--- src/rtl/clock_switch_ctrl.sv ---
// Purpose : sequencer for a glitch-free clk0/clk1 mux (hold bus, wait idle, drive select, confirm feedback).
// Latency : select 2 cycles after req_fast (idle bus); done 3 cycles after mux feedback changes.
// Backpr. : hold_bus stalls new bus cycles from request until the switch is confirmed or aborted.
// Ports   : clk/rst (async active-high); req_fast, bus_idle in; active0/active1 async mux feedback;
//           select, hold_bus, busy, is_fast, done (1-cycle pulse), err (sticky watchdog) out.
// Option  : define CLKSW_TIMEOUT_EN to enable the SWITCH-state watchdog (TIMEOUT cycles); else err=0.
module clock_switch_ctrl #(
  parameter int MIN_DWELL = 16,
  parameter int TIMEOUT   = 64
) (
  input  logic clk,
  input  logic rst,
  input  logic req_fast,
  input  logic bus_idle,
  input  logic active0,
  input  logic active1,
  output logic select,
  output logic hold_bus,
  output logic busy,
  output logic is_fast,
  output logic done,
  output logic err
);

  localparam int DW = $clog2(MIN_DWELL + 1);
  localparam logic [DW-1:0] DWELL_INIT = DW'(MIN_DWELL);
  localparam logic [DW-1:0] DWELL_ONE  = DW'(1);

  typedef enum logic [2:0] {
    SLOW, QUIESCE_F, SWITCH_F, FAST, QUIESCE_S, SWITCH_S
  } state_t;

  state_t        state;
  logic [DW-1:0] dwell;
  logic [1:0]    a0_sync;
  logic [1:0]    a1_sync;
  logic          a0_s;
  logic          a1_s;

  assign a0_s = a0_sync[1];
  assign a1_s = a1_sync[1];

`ifdef CLKSW_TIMEOUT_EN
  localparam int TW = $clog2(TIMEOUT + 1);
  localparam logic [TW-1:0] TIMER_LAST = TW'(TIMEOUT - 1);
  localparam logic [TW-1:0] TIMER_ONE  = TW'(1);
  logic [TW-1:0] timer;
`else
  assign err = 1'b0;
`endif

  always_ff @(posedge clk or posedge rst) begin
    if (rst) begin
      state    <= SLOW;
      dwell    <= '0;
      a0_sync  <= 2'b00;
      a1_sync  <= 2'b00;
      select   <= 1'b0;
      hold_bus <= 1'b0;
      busy     <= 1'b0;
      is_fast  <= 1'b0;
      done     <= 1'b0;
`ifdef CLKSW_TIMEOUT_EN
      timer    <= '0;
      err      <= 1'b0;
`endif
    end else begin
      a0_sync <= {a0_sync[0], active0};
      a1_sync <= {a1_sync[0], active1};
      done    <= 1'b0;
      case (state)
        SLOW: begin
          if (dwell != '0) dwell <= dwell - DWELL_ONE;
          if (req_fast && dwell == '0) begin
            state    <= QUIESCE_F;
            hold_bus <= 1'b1;
            busy     <= 1'b1;
          end
        end
        // req_fast is tested first so a simultaneous drop and bus_idle aborts.
        QUIESCE_F: begin
          if (!req_fast) begin
            state    <= SLOW;
            hold_bus <= 1'b0;
            busy     <= 1'b0;
          end else if (bus_idle) begin
            state  <= SWITCH_F;
            select <= 1'b1;
`ifdef CLKSW_TIMEOUT_EN
            timer  <= '0;
`endif
          end
        end
        // Committed: req_fast ignored until the mux confirms clk1 alone.
        SWITCH_F: begin
          if (a1_s && !a0_s) begin
            state    <= FAST;
            hold_bus <= 1'b0;
            busy     <= 1'b0;
            is_fast  <= 1'b1;
            done     <= 1'b1;
            dwell    <= DWELL_INIT;
          end
`ifdef CLKSW_TIMEOUT_EN
          // Fast side never confirmed: fall back towards clk0.
          else if (timer == TIMER_LAST) begin
            err    <= 1'b1;
            select <= 1'b0;
            state  <= SWITCH_S;
            timer  <= '0;
          end else begin
            timer <= timer + TIMER_ONE;
          end
`endif
        end
        FAST: begin
          if (dwell != '0) dwell <= dwell - DWELL_ONE;
          if (!req_fast && dwell == '0) begin
            state    <= QUIESCE_S;
            hold_bus <= 1'b1;
            busy     <= 1'b1;
            is_fast  <= 1'b0;
          end
        end
        QUIESCE_S: begin
          if (req_fast) begin
            state    <= FAST;
            hold_bus <= 1'b0;
            busy     <= 1'b0;
            is_fast  <= 1'b1;
          end else if (bus_idle) begin
            state  <= SWITCH_S;
            select <= 1'b0;
`ifdef CLKSW_TIMEOUT_EN
            timer  <= '0;
`endif
          end
        end
        SWITCH_S: begin
          if (a0_s && !a1_s) begin
            state    <= SLOW;
            hold_bus <= 1'b0;
            busy     <= 1'b0;
            done     <= 1'b1;
            dwell    <= DWELL_INIT;
          end
`ifdef CLKSW_TIMEOUT_EN
          // Slow side never confirmed either: give up, release the bus, keep err.
          else if (timer == TIMER_LAST) begin
            err      <= 1'b1;
            state    <= SLOW;
            hold_bus <= 1'b0;
            busy     <= 1'b0;
            timer    <= '0;
          end else begin
            timer <= timer + TIMER_ONE;
          end
`endif
        end
        default: begin
          state    <= SLOW;
          select   <= 1'b0;
          hold_bus <= 1'b0;
          busy     <= 1'b0;
          is_fast  <= 1'b0;
        end
      endcase
    end
  end

endmodule
--- config.mk ---
export PLATFORM = sky130hd
export DESIGN_NAME = clock_switch_ctrl
export DESIGN_NICKNAME = d
export VERILOG_FILES = /design/src/rtl/clock_switch_ctrl.sv
export SDC_FILE = /design/constraint.sdc
export NUM_CORES = 1
export LEC_CHECK = 0
export CAP_MARGIN = 10
export CORE_MARGIN = 4
export CORE_UTILIZATION = 50
export CTS_CLUSTER_DIAMETER = 40
export DETAILED_ROUTE_END_ITERATION = 7
export PLACE_DENSITY = 0.83
export RECOVER_POWER = 100
export SLEW_MARGIN = 20
export SYNTH_ARGS = -nofsm -noshare
export SYNTH_HDL_FRONTEND = slang
export SYNTH_SLANG_ARGS = --single-unit
--- constraint.sdc ---
create_clock -name clk -period 6.4 [get_ports clk]
set_clock_uncertainty 0.2 [all_clocks]
set_input_delay 1.92 -clock clk [delete_from_list [all_inputs] [get_ports clk]]
set_output_delay 1.92 -clock clk [all_outputs]
set_load 0.02 [all_outputs]
==> reports/metrics.csv <==
stage,metric,value,unit
timing,slew_headroom,0.618,
yosys,synth.most_common_cell,dfrtp_1,
detailed_routing,drc,0,
final_layout,seqCellArea,400,sq um
timing,rsz0062_at_grt,no,
placed_design,dp_worst_setup_slack,2.59,ns
global_routing,grt_usage,0.150,
clocking,numCtsBuffers,3,
detailed_routing,drt-initial-drc-count,11,
placed_design,post_dp_cell_area,1010,sq um
clocking,clock_path_buffers,2,
detailed_routing,wire_per_inst,13.2,um
setup_path,arrival,3.63,ns
min_path,hold_path_class,flop to flop,
final_layout,num-fill-cells,156,
power,vdd_drop_max,212,uV
yosys,synth_top_area_share,0.433,
detailed_routing,vias,721,
floorplanning,dieArea,2600,sq um
final_layout,layout-drive-gt1-share,0.0769,
final_layout,num-nets-final,112,
timing,fin_setup_tns,0,ns
yosys,synth.area.top_cells,"dfrtp_1, nand2_1, nor2_1",
placed_design,io_buffers,10,
yosys,yosys.area.top_type,dfrtp_1,
detailed_routing,dr.max_layer_used,met4,
detailed_routing,ant_nets,0,
yosys,synth_area,925,sq um
timing,final_max_slew_viol_count,0,
timing,tightest_slew,0.573,ns
timing,fmax,274,MHz
yosys,synthFlopType,dfrtp_1,
power,power-per-cell-area,448,nW/um^2
yosys,synth_seq_area_share,0.433,
final_layout,design_area,1030,sq um
power,p_leak,0.457,nW
detailed_routing,routed_wl,1.70,mm
floorplanning,rows,15,
yosys,async_reset_ff_frac,1.00,
floorplanning,die_h,51.0,um
global_routing,antenna_found_initial,0,
timing,timing.final.ws_setup,2.75,ns
yosys,synth_cell_type_count,43,
timing,hold_viol_final,0,
global_routing,grt_pass1_wl,2.91,mm
setup_path,crit_path_cell_trace,dlygate4sd3_1 > nor2_1 > o32ai_1 > nor3_1 > mux2_1,
clocking,cts_tree,built,
clocking,clk_latency,0.29,ns
final_layout,areaGrowthSynthToFinish,11.0,%
yosys,synth_seq_cells,16,
yosys,synthesis.nets,104,
global_routing,grt_overflow,0,
detailed_routing,wl_met3,57,um
setup_path,r2r_cells,7,
outcome,status,completed,
clocking,clkTransAtPathRegs,0.10,ns
clocking,cts.sinks,16,
setup_path,slowest_delay,0.66,ns
clocking,clock-root-buffer,clkbuf_4,
setup_path,crit_type,primary input to flop,
yosys,synth_cells,97,
floorplanning,start_util,0.530,
detailed_routing,met1_length,833,um
setup_path,endpoint_kind,flop,
timing,setup_viol_count_final,0,
final_layout,multi_input_area,443,sq um
floorplanning,die_w,51.0,um
placed_design,gp_congestion,0.802,
placed_design,dpl.hpwl,1.19,mm
floorplanning,io_pins,12,
detailed_routing,first_pass_iters,4,
global_routing,grt_max_degree,19,
final_layout,diodes,0,
timing,hold_slack,0.158,ns
setup_path,crit_fanout,10,
global_routing,grt_pass1_vias,665,
detailed_routing,dr_wl_met2,774,um
clocking,cts_resized,0,
timing,finalCriticalPeriod,3.65,ns
timing,final.period_utilization,0.570,
clocking,htree_levels,1,
yosys,yosys_warnings,0,
floorplanning,coreArea,1750,sq um
setup_path,cp-start-kind,primary input,
run,cap_violations,0,
yosys,synthTopCellsByCount,"dfrtp_1, nand2_1, nor2_1",
yosys,synth_edf_count,0,
setup_path,crit_slowest_cell,dlygate4sd3_1,
yosys,synth_area_per_cell,9.53,sq um
min_path,hold_depth,0,
setup_path,crit_required,6.38,ns
detailed_routing,viasPerCell,5.59,
clocking,cts_hold_buf,0,
clocking,post-cts-setup-buffer-count,0,
[power by group]
group	total [mW]	internal, mW	switching [mW]
clock network	0.0670	0.0347	0.0323
logic	0.208	0.0995	0.109
registers	0.184	0.133	0.0509
total	0.459	0.268	0.192
[layout make-up]
cell class,instances,area share
multi-input combinational,70,0.432
sequential,16,0.390
timing repair buffer,10,0.0976
clock buffer,4,0.0354
tap,25,0.0305
inverter,4,0.0146
[logic make-up (layout without fill, tap and decap cells)]
group | after synthesis | in the layout | synth area share
mux | 2 | 2 | 0.0244
buf+inv | 11 | 18 | 0.0622
other cells | 1 | 1 | 0.00406
fa+ha+maj | 1 | 1 | 0.0135
flops | 16 | 16 | 0.433
xor+xnor | 3 | 3 | 0.0284
compound gates | 25 | 25 | 0.199
simple gates | 38 | 38 | 0.235
[through the flow]
step	instances	power (mW)	utilization
floorplan	97	0.358	-
global placement	125	0.399	0.581
detailed placement	125	0.407	0.581
CTS	129	0.476	0.601
global route	129	0.499	0.588
finish	129	0.459	0.588
[registers in the layout, indices dropped and copies added, names as in the netlist]
register	flops
a1_sync	2
a0_sync	2
is_fast	1
busy	1
state	3
done	1
select	1
dwell	5
[worst max-delay path: cells and delay by family]
family | cells | cell delay [ns]
compound gates | 1 | 0.14
buf+inv | 1 | 0.66
mux | 1 | 0.36
simple gates | 2 | 0.54
[path summary, 6_finish.rpt]
check                            from          to  slack [ns]
setup / recovery             req_fast    state[0]        2.75
max in group asynchronous         rst  a1_sync[0]        3.71
hold / removal             a0_sync[0]  a0_sync[1]        0.16
min in group asynchronous         rst    state[1]        1.91
hold reg to reg            a0_sync[0]  a0_sync[1]        0.16
setup reg to reg             dwell[0]    state[0]        3.83
[metal layers]
metal,GRT usage,vias to the layer above
li1,-,359
met1,0.197,340
met2,0.230,17
met3,0.0262,5
met4,0.0897,0
met5,0,-
[cell usage in the layout (no fill, tap or decap), drive strengths merged, types with 2 or more instances in the layout]
master       count
nor2b            3
o21ai            5
a21o             2
nor2             8
o2bb2ai          2
nand3            2
inv              4
xor2             3
mux2             2
a21oi            4
dfrtp           16
o211ai           3
clkbuf           4
nand2            9
nand2b           3
nor3             3
a22oi            2
dlygate4sd3      9
No activity file was read; power rests on OpenSTA's default activity.
